`config.mk`:
```
export PLATFORM = sky130hd
export DESIGN_NAME = dual_lane_deinterleaver
export DESIGN_NICKNAME = d
export VERILOG_FILES = /design/src/rtl/dual_lane_deinterleaver.sv
export SDC_FILE = /design/constraint.sdc
export NUM_CORES = 1
export LEC_CHECK = 0
export CAP_MARGIN = 20
export CORE_ASPECT_RATIO = 0.75
export CORE_MARGIN = 5
export CORE_UTILIZATION = 40
export CTS_BUF_LIST = sky130_fd_sc_hd__clkbuf_4
export CTS_CLUSTER_DIAMETER = 120
export DETAILED_ROUTE_END_ITERATION = 7
export HOLD_SLACK_MARGIN = 0.02
export PLACE_DENSITY = 0.68
export SETUP_SLACK_MARGIN = 0.02
export SYNTH_ARGS = -nofsm -noshare
export SYNTH_HDL_FRONTEND = slang
export SYNTH_SLANG_ARGS = --single-unit
```
`constraint.sdc`:
```
create_clock -name clk -period 3.07 [get_ports clk]
set_input_delay 0.307 -clock clk [delete_from_list [all_inputs] [get_ports clk]]
set_output_delay 0.307 -clock clk [all_outputs]
set_load 0.01 [all_outputs]
```
`src/rtl/dual_lane_deinterleaver.sv`:
```
// Re-pairs serially delivered lane-0/lane-1 MAC results into one parallel word per pair,
// with valid/ready on both sides, a sticky lane-sequence error flag and a delivered-pair counter.
module dual_lane_deinterleaver #(
    parameter int W  = 17,
    parameter int CW = 16
) (
    input  logic          clk,
    input  logic          rst,
    input  logic          ce,
    input  logic          s_valid,
    output logic          s_ready,
    input  logic [W-1:0]  s_data,
    input  logic          s_lane,
    output logic          m_valid,
    input  logic          m_ready,
    output logic [W-1:0]  dout0,
    output logic [W-1:0]  dout1,
    output logic          err_seq,
    input  logic          clr_err,
    output logic [CW-1:0] pair_cnt
);

    typedef enum logic [1:0] {
        ST_WAIT0 = 2'd0,
        ST_WAIT1 = 2'd1,
        ST_FULL  = 2'd2
    } state_t;

    state_t        state_r;
    state_t        state_nxt_s;
    logic [W-1:0]  hold0_r;
    logic [W-1:0]  hold0_nxt_s;
    logic [W-1:0]  dout0_r;
    logic [W-1:0]  dout0_nxt_s;
    logic [W-1:0]  dout1_r;
    logic [W-1:0]  dout1_nxt_s;
    logic          m_valid_r;
    logic          m_valid_nxt_s;
    logic          err_r;
    logic          err_nxt_s;
    logic          err_set_s;
    logic          cnt_inc_s;
    logic [CW-1:0] pair_cnt_r;
    logic          in_xfer_s;
    logic          out_xfer_s;

    // Upstream handshake: a pending pair only blocks input when the consumer is not taking it now.
    always_comb begin
        s_ready    = ce && ((state_r != ST_FULL) || m_ready);
        in_xfer_s  = s_valid && s_ready;
        out_xfer_s = m_valid_r && m_ready && ce;
    end

    // Pairing FSM: next state, hold register, output pair and event strobes.
    always_comb begin
        state_nxt_s   = state_r;
        hold0_nxt_s   = hold0_r;
        dout0_nxt_s   = dout0_r;
        dout1_nxt_s   = dout1_r;
        m_valid_nxt_s = m_valid_r;
        err_set_s     = 1'b0;
        cnt_inc_s     = 1'b0;
        if (ce) begin
            case (state_r)
                ST_WAIT0: begin
                    if (in_xfer_s && !s_lane) begin
                        hold0_nxt_s = s_data;
                        state_nxt_s = ST_WAIT1;
                    end else if (in_xfer_s) begin
                        err_set_s = 1'b1;
                    end else begin
                        state_nxt_s = ST_WAIT0;
                    end
                end
                ST_WAIT1: begin
                    if (in_xfer_s && s_lane) begin
                        dout0_nxt_s   = hold0_r;
                        dout1_nxt_s   = s_data;
                        m_valid_nxt_s = 1'b1;
                        state_nxt_s   = ST_FULL;
                    end else if (in_xfer_s) begin
                        // A second lane-0 beat resynchronises on the newest value.
                        hold0_nxt_s = s_data;
                        err_set_s   = 1'b1;
                    end else begin
                        state_nxt_s = ST_WAIT1;
                    end
                end
                ST_FULL: begin
                    if (out_xfer_s) begin
                        m_valid_nxt_s = 1'b0;
                        cnt_inc_s     = 1'b1;
                        if (in_xfer_s && !s_lane) begin
                            hold0_nxt_s = s_data;
                            state_nxt_s = ST_WAIT1;
                        end else if (in_xfer_s) begin
                            err_set_s   = 1'b1;
                            state_nxt_s = ST_WAIT0;
                        end else begin
                            state_nxt_s = ST_WAIT0;
                        end
                    end else begin
                        state_nxt_s = ST_FULL;
                    end
                end
                default: begin
                    state_nxt_s   = ST_WAIT0;
                    m_valid_nxt_s = 1'b0;
                end
            endcase
        end else begin
            state_nxt_s = state_r;
        end
    end

    // Sticky error flag: a fresh error outranks a clear request in the same cycle.
    always_comb begin
        err_nxt_s = err_r;
        if (!ce) begin
            err_nxt_s = err_r;
        end else if (err_set_s) begin
            err_nxt_s = 1'b1;
        end else if (clr_err) begin
            err_nxt_s = 1'b0;
        end else begin
            err_nxt_s = err_r;
        end
    end

    // State and output registers; reset discards any partial or undelivered pair.
    always_ff @(posedge clk or negedge rst) begin
        if (!rst) begin
            state_r    <= ST_WAIT0;
            hold0_r    <= {W{1'b0}};
            dout0_r    <= {W{1'b0}};
            dout1_r    <= {W{1'b0}};
            m_valid_r  <= 1'b0;
            err_r      <= 1'b0;
            pair_cnt_r <= {CW{1'b0}};
        end else begin
            state_r   <= state_nxt_s;
            hold0_r   <= hold0_nxt_s;
            dout0_r   <= dout0_nxt_s;
            dout1_r   <= dout1_nxt_s;
            m_valid_r <= m_valid_nxt_s;
            err_r     <= err_nxt_s;
            if (cnt_inc_s) begin
                pair_cnt_r <= pair_cnt_r + {{(CW-1){1'b0}}, 1'b1};
            end else begin
                pair_cnt_r <= pair_cnt_r;
            end
        end
    end

    assign m_valid  = m_valid_r;
    assign dout0    = dout0_r;
    assign dout1    = dout1_r;
    assign err_seq  = err_r;
    assign pair_cnt = pair_cnt_r;

endmodule

```
==> out/metrics.csv, run 1 <==
stage,metric,value,unit
clocking,cts_resized,0,
run_status,status,finished clean,
clocking,holdBufCountCts,0,
global_routing,grt_max_degree,72,
global_routing,antenna_found_initial,0,
placement,hpwl,3848,um
critical_path,cpMostUsedCell,clkdlybuf4s50_1,
synthesis,yosysTopAreaCellShare,0.6190,
timing,slew-limit-headroom,0.4142,
min_path,hold_class,input pin to async pin,
routing,via_count,1773,
timing,setup_viol,0,
routing,firstDrtPassIters,4,
global_routing,grt_pass1_vias,1852,
critical_path,critPathSlowestCell,clkdlybuf4s50_1,
final_layout,design_area,3849,um2
clocking,worstSkewPairLatency,0.39,ns
placement,placed_cells,362,
clocking,cts_tree,yes,
synthesis,async_reset_ff_frac,1.000,
critical_path,crit_arrival,1.74,ns
placement,numPortBuffers,76,
global_routing,use_met2,0.1840,
timing,min_period,2.052,ns
synthesis,synth_cell_types,28,
pwr,power_density,784.2,nW/um2
pwr,ir_worst_vdd,0.3712,mV
floorplanning,row_count,26,
routing,wl,5548,um
floorplanning,die_height,83.36,um
final_layout,antenna_cells,0,
routing,drtAntennaViolNets,0,
critical_path,max_stage_delay,0.65,ns
synthesis,yosysTopAreaCell,dfrtp_1,
routing,drc,0,
synthesis,syn-mean-instance-area,14.95,um2
clocking,cts_buffers,9,
final_layout,fill_cells,604,
pwr,p_leak,1.668,nW
timing,tns,0,ns
routing,drt_iter0_drc,35,
final_layout,fin_nets,300,
critical_path,path_max_fanout,8,
timing,report.final.hold_viol_count,0,
floorplanning,die_area,8987,um2
timing,rsz0062_at_grt,false,
synthesis,synth_edf_count,0,
job,max-cap-violations,0,
final_layout,seqCellArea,1777,um2
global_routing,grt-ovfl-total,0,
routing,wl_per_cell,14.72,um
timing,fmax,487.4,MHz
final_layout,syn2layout_area_growth,34.09,%
timing,fin_crit_sh,0.6683,
placement,gp_congestion,0.7747,
critical_path,critical_path_class,input pin to output port,
timing,slew_violations,0,
global_routing,grt-busiest-layer,met2,
synthesis,synth.ff_latch_count,71,
clocking,clkTransAtPathRegs,0.11,ns
critical_path,start_kind,input pin,
synthesis,ys.warnings.count,0,
synthesis,synth_area,2870,um2
clocking,ctsHtreeMaxLevel,3,
synthesis,ys_seq_area_frac,0.6190,
timing,skew,0.009030,ns
critical_path,required,2.76,ns
global_routing,grt_pass1_wl,9390,um
clocking,cts_sinks,71,
pwr,finalPower,3.018,mW
floorplanning,fp.dieW,107.8,um
global_routing,grt_use_met3,0.06589,
floorplanning,pin_count,77,
synthesis,syn_inst,192,
clocking,clockRootBuffer,clkbuf_4,
timing,tightest_slew,0.8787,ns
placement,placed_area,3724,um2
clocking,clockBufferDepth,2,
global_routing,use_met1,0.1798,
clocking,post-cts-setup-buffers,0,
final_layout,multi_input_area,1044,um2
floorplanning,coreArea,6897,um2
synthesis,synth_top_cells_by_area,"dfrtp_1 (62%), mux2_2 (20%), xnor2_1 (3.4%), nor4_4 (1.5%), xor2_1 (1.2%)",
global_routing,track_usage,0.1333,
synthesis,synth_fp_nets,217,
routing,vias_per_cell,4.703,
critical_path,path_cells,clkdlybuf4s50_1 > a21boi_0 > clkdlybuf4s50_1,
final_layout,drive_gt1_frac,0.2688,
critical_path,end_kind,output port,
final_layout,stdcell_count,377,
synthesis,synth_top_flop_cell,dfrtp_1,
floorplanning,start_util,0.4162,
## path summary, 6_finish.rpt
path / startpoint / end / slack (ns) / depth (start not counted)
worst min register to register: pair_cnt[15] / pair_cnt[15] / 0.48 / 1
worst max register to register: state_r[0] / dout1[1] / 1.30 / 4
worst min-delay path: rst / pair_cnt[14] / 0.02 / 1
min in group clk: pair_cnt[15] / pair_cnt[15] / 0.48 / 1
worst max-delay path: ce / s_ready / 1.02 / 3
max in group asynchronous: rst / pair_cnt[10] / 2.47 / 1
## metrics by stage
step	hold slack, ns	util	setup WS [ns]
2_1_floorplan	0.01141	-	1.385
3_3_place_gp	0.4601	0.5399	0.8668
3_5_place_dp	0.4665	0.5399	0.8022
4_1_cts	0.03071	0.5581	0.9956
5_1_grt	0.07872	0.5581	0.9045
6_report	0.02225	0.5581	1.018
## logic make-up after synthesis
family	after synthesis	share of synthesized area
buf+inv	8	0.01918
xor+xnor	15	0.04577
compound gates	12	0.02572
simple gates	33	0.08195
flops	71	0.6190
mux	52	0.2040
fa+ha+maj	1	0.004359
## cell type report
type	instances	share of cell area
Sequential cell	71	0.4616
Timing Repair Buffer	78	0.2009
Multi-Input combinational cell	113	0.2711
Inverter	2	0.001951
Clock buffer	10	0.01951
Clock inverter	5	0.01300
Tap cell	98	0.03186
## cells in the mapped netlist, types with 2 or more instances
cell      instances
dfrtp_1          71
mux2_2           52
xnor2_1          11
nand2_1           9
nand3_1           5
nand4_1           4
o21ai_0           4
xor2_1            4
a21oi_1           3
and4_1            3
buf_4             3
nor2_1            3
a21boi_0          2
buf_2             2
inv_1             2
nor4_4            2
## layout by cell type (no fill, tap or decap), types with 4 or more instances in the layout
master and count:
dfrtp_1 71, nand3_1 5, clkbuf_4 10, nand2_1 9, o21ai_0 4, mux2_2 52, clkdlybuf4s50_1 75, xor2_1 4
xnor2_1 11, nand4_1 4
## metal layers
| metal | wire (um) | share of wire |
|---|---|---|
| met1 | 2637 | 0.48 |
| met2 | 2381 | 0.43 |
| met3 | 446 | 0.080 |
| met4 | 82 | 0.015 |
| met5 | 0 | 0 |
## worst max-delay path: cells and delay by family
kind | cells | cell delay, ns
buf+inv | 2 | 1.22
compound gates | 1 | 0.22
## registers in the layout, summed over array words and instances, names as in the netlist
| register | flops |
|---|---|
| state_r | 2 |
| err_seq | 1 |
| pair_cnt | 16 |
| dout1 | 17 |
| hold0_r | 17 |
| dout0 | 17 |
| m_valid | 1 |
## power breakdown
group | leakage, nW | switching [mW] | internal (mW)
clock | 0.0673 | 0.300 | 0.247
combinational | 0.712 | 0.360 | 0.678
sequential | 0.889 | 0.188 | 1.25
Note: power is estimated with default switching activity, not from simulation.
==> run 2, diff against run 1 <==
- PLACE_DENSITY: 0.68 -> 0.71
- clock period: 3.07 -> 1.7 ns (I/O delays scaled with it)
==> run 2 against run 1 <==
  * Routed wire length is 8.8% higher
  * Clock power up 45%
  * Clock skew down 0.0010 ns
  * Critical path depth increased by 2
  * Largest power group unchanged
  * Final area rose by 4.5%
  * First-iteration DRC count is 34% higher
  * Via count is 4.4% higher
  * Hold slack better by 0.32 ns
  * Global-route usage grew 1.3 points
  * Cell count up 4.2%
  * Worst setup slack got worse by 0.94 ns
==> out/metrics.csv, run 2 (same netlist as run 1, synthesis figures left out) <==
stage,metric,value,unit,change
timing,slew_violations,0,,unchanged
global_routing,grt_pass1_wl,10330,um,was 9390 um
placement,numPortBuffers,76,,unchanged
final_layout,syn2layout_area_growth,40.06,%,was 34.09%
global_routing,grt_max_degree,72,,unchanged
timing,setup_viol,0,,unchanged
pwr,pwr-share-seq,0.479,,was 0.475
global_routing,grt_pass1_vias,1988,,was 1852
final_layout,multi_input_area,1046,um2,was 1044 um2
clocking,cts_buffers,9,,unchanged
global_routing,track_usage,0.1459,,was 0.1333
final_layout,design_area,4020,um2,was 3849 um2
routing,drtAntennaViolNets,0,,unchanged
routing,drt_iter0_drc,47,,was 35
clocking,cts_sinks,71,,unchanged
global_routing,antenna_found_initial,0,,unchanged
run_status,status,finished clean,,unchanged
routing,vias_per_cell,4.710,,was 4.703
final_layout,layout_common_cells,"clkdlybuf4s50_1 (74), dfrtp_1 (68), mux2_2 (52)",,"was clkdlybuf4s50_1 (75), dfrtp_1 (71), mux2_2 (52)"
clocking,ctsHtreeMaxLevel,3,,unchanged
timing,report.final.hold_viol_count,0,,unchanged
clocking,cts_tree,yes,,unchanged
placement,hpwl,4233,um,was 3848 um
pwr,power.share.clock,0.148,,was 0.181
pwr,internal-power,3.844,mW,was 2.171 mW
pwr,ir_worst_vdd,0.5867,mV,was 0.3712 mV
job,max-cap-violations,0,,unchanged
floorplanning,coreArea,6897,um2,unchanged
pwr,combinationalPowerShare,0.373,,was 0.344
final_layout,antenna_cells,0,,unchanged
placement,placed_area,3875,um2,was 3724 um2
pwr,p_sw,1.522,mW,was 0.8475 mW
pwr,sw_frac_of_total,0.2837,,was 0.2808
clocking,worstSkewPairLatency,0.38,ns,was 0.39 ns
final_layout,stdcell_count,393,,was 377
floorplanning,row_count,26,,unchanged
timing,tightest_slew,0.3717,ns,was 0.8787 ns
timing,fin_crit_sh,0.9528,,
critical_path,start_kind,flop,,was input pin
clocking,clockRootBuffer,clkbuf_4,,unchanged
timing,min_period,1.620,ns,
min_path,hold_class,input pin to async pin,,unchanged
clocking,clockBufferDepth,2,,unchanged
timing,skew,0.007985,ns,was 0.009030 ns
routing,firstDrtPassIters,4,,unchanged
timing,rsz0062_at_grt,true,,was false
final_layout,drive_gt1_frac,0.3220,,was 0.2688
routing,wl_per_cell,15.36,um,was 14.72 um
final_layout,fin_util,0.5829,,was 0.5581
floorplanning,die_height,83.36,um,unchanged
placement,placed_cells,374,,was 362
routing,wl,6037,um,was 5548 um
critical_path,crit_arrival,1.93,ns,was 1.74 ns
global_routing,grt-ovfl-total,0,,unchanged
placement,gp_congestion,0.8523,,was 0.7747
critical_path,end_kind,flop,,was output port
routing,via_count,1851,,was 1773
critical_path,required,2.01,ns,was 2.76 ns
timing,fmax,617.4,MHz,
floorplanning,fp.dieW,107.8,um,unchanged
final_layout,fill_cells,593,,was 604
critical_path,critical_path_class,flop to flop,,was input pin to output port
final_layout,mostFrequentLayoutCell,clkdlybuf4s50_1,,unchanged
final_layout,fin_nets,318,,was 300
floorplanning,pin_count,77,,unchanged
clocking,clkTransAtPathRegs,0.10,ns,was 0.11 ns
pwr,power_density,1335,nW/um2,was 784.2 nW/um2
final_layout,seqCellArea,1780,um2,was 1777 um2
timing,slew-limit-headroom,0.7522,,was 0.4142
pwr,p_leak,1.761,nW,was 1.668 nW
floorplanning,die_area,8987,um2,unchanged
routing,drc,0,,unchanged
floorplanning,start_util,0.4162,,unchanged
critical_path,path_max_fanout,7,,was 8
[run 2: power groups by stage]
stage / Combinational (mW) / Sequential (mW) / Clock [mW]
5_1_grt: 2.16 / 2.66 / 0.936
3_3_place_gp: 1.93 / 2.61 / 0
6_report: 2.00 / 2.57 / 0.792
4_1_cts: 2.02 / 2.59 / 0.852
3_5_place_dp: 1.97 / 2.64 / 0
2_1_floorplan: 0.640 / 2.76 / 0
[run 2: worst paths after layout]
check | from | endpoint | slack [ns] | depth (start not counted)
min in group clk | clr_err | err_seq | 0.40 | 4
worst max-delay path | state_r[0] | pair_cnt[8] | 0.08 | 5
max in group asynchronous | rst | state_r[1] | 1.04 | 3
worst min-delay path | rst | pair_cnt[2] | 0.34 | 3
worst max register to register | state_r[0] | pair_cnt[8] | 0.08 | 5
worst min register to register | pair_cnt[15] | pair_cnt[15] | 0.48 | 1
[run 2: per-stage QoR]
stage	setup TNS (ns)	power [mW]	hold WS, ns	setup slack (ns)
2_1_floorplan	0	3.398	-0.1256	0.06782
3_3_place_gp	-4.090	4.543	0.2237	-0.1002
3_5_place_dp	-6.093	4.607	0.2289	-0.1519
4_1_cts	0	5.460	0.3381	0.06678
5_1_grt	-0.02822	5.751	0.3463	-0.02822
6_report	0	5.366	0.3447	0.08027
[run 2: area by class of cell]
| type | instances | share of cell area |
|---|---|---|
| Sequential cell | 71 | 0.4429 |
| Multi-Input combinational cell | 113 | 0.2602 |
| Timing Repair Buffer | 96 | 0.2425 |
| Tap cell | 98 | 0.03050 |
| Clock buffer | 10 | 0.01867 |
| Clock inverter | 3 | 0.003424 |
| Inverter | 2 | 0.001867 |
[run 2: timing repair]
action / in CTS / in global routing
hold buffers: 1 / 0
endpoints found under the hold margin: 71 / 0
cloned: 0 / 0
resized for setup: 3 / 3
pin swaps: 0 / 3
buffers inserted: 2 / 3
endpoints found under the setup margin: 1 / 3
[run 2: worst max-delay path, stage by stage (launching register included)]
cell and delay [ns]:
dfrtp_2 0.42, buf_6 0.13, nand3b_4 0.18, nor4_4 0.42, and4_1 0.26, xor2_1 0.14
[run 2: per-layer routing]
| layer | track usage | routed length (um) | vias up |
|---|---|---|---|
| met5 | 0 | 0 | - |
| met4 | 0.04817 | 58 | 0 |
| met3 | 0.05814 | 380 | 5 |
| met2 | 0.2212 | 2916 | 47 |
| met1 | 0.1901 | 2681 | 923 |
| li1 | - | - | 876 |
==> RTL edit 1: new RTL, settings of run 1 <==
Set the parameter `CW` to 18 (it was 16).
--- a/src/rtl/dual_lane_deinterleaver.sv
+++ b/src/rtl/dual_lane_deinterleaver.sv
@@ -3,5 +3,5 @@
 module dual_lane_deinterleaver #(
     parameter int W  = 17,
-    parameter int CW = 16
+    parameter int CW = 18
 ) (
     input  logic          clk,
Interface: changed (resized pair_cnt); port bits go from 77 to 79. No check against the original RTL was run, so the function may have changed too.
==> RTL edit 1 against run 1 <==
Via count up 7.7%. Utilization down 0.098 points. Register-to-register slack worse by 0.14 ns. Power up 12%. Synthesized area up 7.9%. Critical endpoint unchanged. Worst hold slack better by 0.45 ns. Routed wire length up 9.4%. Sequential cell count up 2. Worst setup slack better by 0.055 ns. Clock power up 36%. Cell area up 7.6%.
==> RTL edit 1: results (changes against run 1) <==
| Metric | Value |
|---|---|
| Buffering overhead | 0.199 (was 0.201) |
| Post-synth top cells | dfrtp_1, mux2_4, mux2_2 (was dfrtp_1, mux2_2, xnor2_1) |
| Sequential portion of the cell area | 0.441 (was 0.462) |
| Syn_nets | 231 (was 217) |
| Leak | 1.90 nW (was 1.67 nW) |
| Register area share after synthesis | 0.590 (was 0.619) |
| Vias in the first global route | 2,054 (was 1,852) |
| Post-synthesis mux area share | 0.223 (was 0.204) |
| Pre-CTS setup slack | 0.731 ns (was 0.802 ns) |
| Min-delay worst type | flip-flop to flip-flop (was input port to asynchronous set/reset pin) |
| Synth Area in Compound Gates | 0.0218 (was 0.0257) |
| Layout cells sized above 1 | 0.262 (was 0.269) |
| Seq pwr | 1.49 mW (was 1.43 mW) |
| Clock group share of total power | 0.220 (was 0.181) |
| Fillcell total | 630 (was 604) |
| Distinct cells, synth | 27 (was 28) |
| Inverter count | 4 (was 2) |
| Synth area leaders | dfrtp_1, mux2_4, mux2_2, xnor2_1, xor2_1 (was dfrtp_1, mux2_2, xnor2_1, nor4_4, xor2_1) |
| Largest net degree at the start of global routing | 74 (was 72) |
| GPL Wtd Cong | 0.776 (was 0.775) |
| Starting DRT DRC Count | 60 (was 35) |
| Worst slew pin tran | 0.894 ns (was 0.879 ns) |
| CP max FO | 4 (was 8) |
| Final setup skew | 0.0140 ns (was 0.00903 ns) |
| Clock latency on the worst-skew pair | 0.41 ns (was 0.39 ns) |
| Area taken by multi-input logic gates | 1170 sq um (was 1040 sq um) |
| Finished Layout Cells | 399 (was 377) |
| CP Data Arrival Time | 1.69 ns (was 1.74 ns) |
| Outcome | complete, no violations (unchanged) |
| Placed cell count | 382 (was 362) |
| DR WL met2 | 2710 um (was 2380 um) |
| #MultiIn Comb | 123 (was 113) |
| Post-synthesis xor/xnor area fraction | 0.0481 (was 0.0458) |
| First-pass GRT wire length | 10,500 um (was 9390 um) |
| Clock-cell share | 0.0438 (was 0.0325) |
| Final net count | 318 (was 300) |
| WL met1 | 2920 um (was 2640 um) |
| Met3 wire length | 338 um (was 446 um) |
| Met2 Resource Use GR | 0.202 (was 0.184) |
| Post-synthesis adder-cell area fraction | 0.00404 (was 0.00436) |
| DR vias | 1,910 (was 1,773) |
| Met1 global-route usage | 0.187 (was 0.180) |
| CTS Hold Bufs | 1 (was 0) |
| Syn Area/Cell | 15.0 sq um (was 14.9 sq um) |
| Sw Ratio | 0.265 (was 0.281) |
| Port Buffers | 78 (was 76) |
| CTS clk-pin slew, worst paths | 0.10 ns |
| Dpl cell area | 3950 sq um (was 3720 sq um) |
| Root Buffer Master | clkbuf_4 (unchanged) |
| M3 GR Usage | 0.0405 (was 0.0659) |
| Largest register FFs | 18 |
| HPWL Detailed | 4260 um (was 3850 um) |
| IR drop worst, VDD | 0.000411 V (was 0.000371 V) |
| FF+latch count, synth | 73 (was 71) |
| Final WL | 6070 um (was 5550 um) |
| Total GRT Usage | 0.136 (was 0.133) |
| Bufs w/o clock | 82 (was 78) |
| Flop pwr share | 0.442 (was 0.475) |
| Multi-input gate share of total cell area | 0.282 (was 0.271) |
[RTL edit 1: cell count changes after synthesis, sizes merged, moves of 2 or more]
cell and change:
nor2 +4, xor2 +3, a21boi -2, dfrtp +2, inv +2, nand2 +2, nand4 +2, or3 +2
[RTL edit 1: path summary, 6_finish.rpt]
path                              startpoint  slack, ns           end  cells past startpoint
worst max-delay path                 m_ready       1.07       s_ready                      4
worst min-delay path            pair_cnt[17]       0.47  pair_cnt[17]                      1
worst max register to register    state_r[1]       1.16  pair_cnt[12]                      4
worst min register to register  pair_cnt[17]       0.47  pair_cnt[17]                      1
max in group asynchronous                rst       1.93     dout1[16]                      2
min in group asynchronous                rst       0.56      dout0[5]                      2
[RTL edit 1: worst max-delay path, cell delays in order]
cell	delay, ns
clkdlybuf4s50_1	0.59
nor2_1	0.08
a21oi_1	0.16
clkdlybuf4s50_1	0.56
==> RTL edit 2: new RTL, flow settings as in run 1 <==
Made on the original files. Register the output `pair_cnt` once more; this adds one clock of latency there. The other outputs are not delayed to match.
--- a/src/rtl/dual_lane_deinterleaver.sv
+++ b/src/rtl/dual_lane_deinterleaver.sv
@@ -157,5 +157,7 @@
     assign dout1    = dout1_r;
     assign err_seq  = err_r;
-    assign pair_cnt = pair_cnt_r;
+    always_ff @(posedge clk) begin
+        pair_cnt <= pair_cnt_r;
+    end
 
 endmodule
Check against the original RTL: not equivalent (a bounded check fails within 4 cycles, from zero or initial values and one cycle with rst low).
==> RTL edit 2 against run 1 <==
Routed wire length up 4.7%. Synthesized area grew 10%. Sequential cell count increased by 16. Utilization down 2.0 points. Worst setup slack worse by 0.19 ns. Cell area rose by 9.2%. Power increased by 9.2%.
==> RTL edit 2: results (changes against run 1) <==
| Metric | Value |
|---|---|
| Final setup skew | 0.0161 ns (was 0.00903 ns) |
| Synth warn | 0 (unchanged) |
| Min-delay worst type | flip-flop to flip-flop (was input port to asynchronous set/reset pin) |
| IR drop worst, VDD | 0.000459 V (was 0.000371 V) |
| Synth area leaders | dfrtp_1, mux2_2, dfxtp_1, xnor2_1, nand2_1 (was dfrtp_1, mux2_2, xnor2_1, nor4_4, xor2_1) |
| HPWL Detailed | 4080 um (was 3850 um) |
| Slowest cell on the critical path | clkdlybuf4s50_1 (unchanged) |
| Antenna cells | 0 (unchanged) |
| Dpl cell area | 4050 sq um (was 3720 sq um) |
| Max incr delay on CP | 0.59 ns (was 0.65 ns) |
| TritonCTS Buffers | 9 (unchanged) |
| First-pass GRT wire length | 9820 um (was 9390 um) |
| Root Buffer Master | clkbuf_4 (unchanged) |
| Leak | 1.74 nW (was 1.67 nW) |
| Initial antenna violation count | 0 (unchanged) |
| Largest net degree at the start of global routing | 37 (was 72) |
| Cts repair resizes | 0 (unchanged) |
| Total GRT Usage | 0.127 (was 0.133) |
| Postcts setup bufs | 0 (unchanged) |
| Vias per cell | 4.62 (was 4.70) |
| Setup TNS | 0 ns (unchanged) |
| Slew headroom | 0.436 (was 0.414) |
| CP Data Arrival Time | 1.93 ns (was 1.74 ns) |
| CP max FO | 11 (was 8) |
| Starting DRT DRC Count | 48 (was 35) |
| Final net count | 322 (was 300) |
| DR pass1 iterations | 4 (unchanged) |
| Syn_nets | 237 (was 217) |
| H-tree lvl count | 3 (unchanged) |
| Clock latency on the worst-skew pair | 0.41 ns (was 0.39 ns) |
| Post-synth top cells | dfrtp_1, mux2_2, dfxtp_1 (was dfrtp_1, mux2_2, xnor2_1) |
| Vias in the first global route | 2,024 (was 1,852) |
| Register area share after synthesis | 0.663 (was 0.619) |
| GPL Wtd Cong | 0.765 (was 0.775) |
| Final WL | 5810 um (was 5550 um) |
| Avg WL per Cell | 14.3 um (was 14.7 um) |
| CTS clk-pin slew, worst paths | 0.12 ns |
| Fraction of registers with async set/reset | 0.816 (was 1.00) |
| Syn Area/Cell | 14.9 sq um (about the same) |
| Distinct cells, synth | 29 (was 28) |
| Ys flop type | dfrtp_1 (unchanged) |
| Top cell family by delay on the critical path | buffers and inverters (unchanged) |
| CTS Buffer Depth | 2 (unchanged) |
| Layout cells sized above 1 | 0.255 (was 0.269) |
| Pre-CTS setup slack | 0.801 ns (was 0.802 ns) |
| Port Buffers | 76 (unchanged) |
| Outcome | complete, no violations (unchanged) |
| Placed cell count | 390 (was 362) |
-- RTL edit 2: timing repair --
action	in CTS	in global routing
setup endpoints to repair	0	0
hold endpoints to repair	35	0
hold buffers	1	0
-- RTL edit 2: per-layer routing --
layer	part of all wire	up-vias	track usage
li1	-	909	-
met1	0.46	902	0.162
met2	0.43	60	0.191
met3	0.098	10	0.0660
met4	0.012	0	0.0393
met5	0	-	0
-- RTL edit 2: path summary, 6_finish.rpt --
check                      cells after the start            from  slack (ns)           end
min reg2reg                                    0  pair_cnt_r[15]        0.41  pair_cnt[15]
min in group asynchronous                      2             rst        0.52      dout1[8]
max                                            3      state_r[0]        0.83       s_ready
max reg2reg                                    3      state_r[0]        1.33     dout0[11]
max in group asynchronous                      3             rst        1.87   hold0_r[11]
min                                            0  pair_cnt_r[15]        0.41  pair_cnt[15]
-- RTL edit 2: cell families after synthesis --
family                     share of synthesized area
muxes                                          0.185
adders and majority gates                    0.00395
xor gates and xnor gates                      0.0443
and+or+nand+nor                               0.0684
DFF                                            0.663
AOI/OAI and AO/OA                             0.0210
buffers and inverters                         0.0146
-- RTL edit 2: final cells by class --
cell class | instances | area [sq um]
timing repair buffer | 80 | 801
multi-input combinational | 117 | 1020
fill | 671 | 3610
inverter | 2 | 7.51
clock buffer | 13 | 97.6
clock inverter | 3 | 45.0
tap | 105 | 131
sequential | 87 | 2100
-- RTL edit 2: power breakdown --
group	internal (mW)	leakage, nW	switching (mW)
combinational	0.664	0.657	0.353
clock	0.286	0.0742	0.356
sequential	1.45	1.01	0.182
-- RTL edit 2: worst reg2reg max path, cell delays in order, from the launching register on --
cell and delay (ns):
dfrtp_1 0.58, and3b_2 0.24, buf_4 0.40, mux2_2 0.41
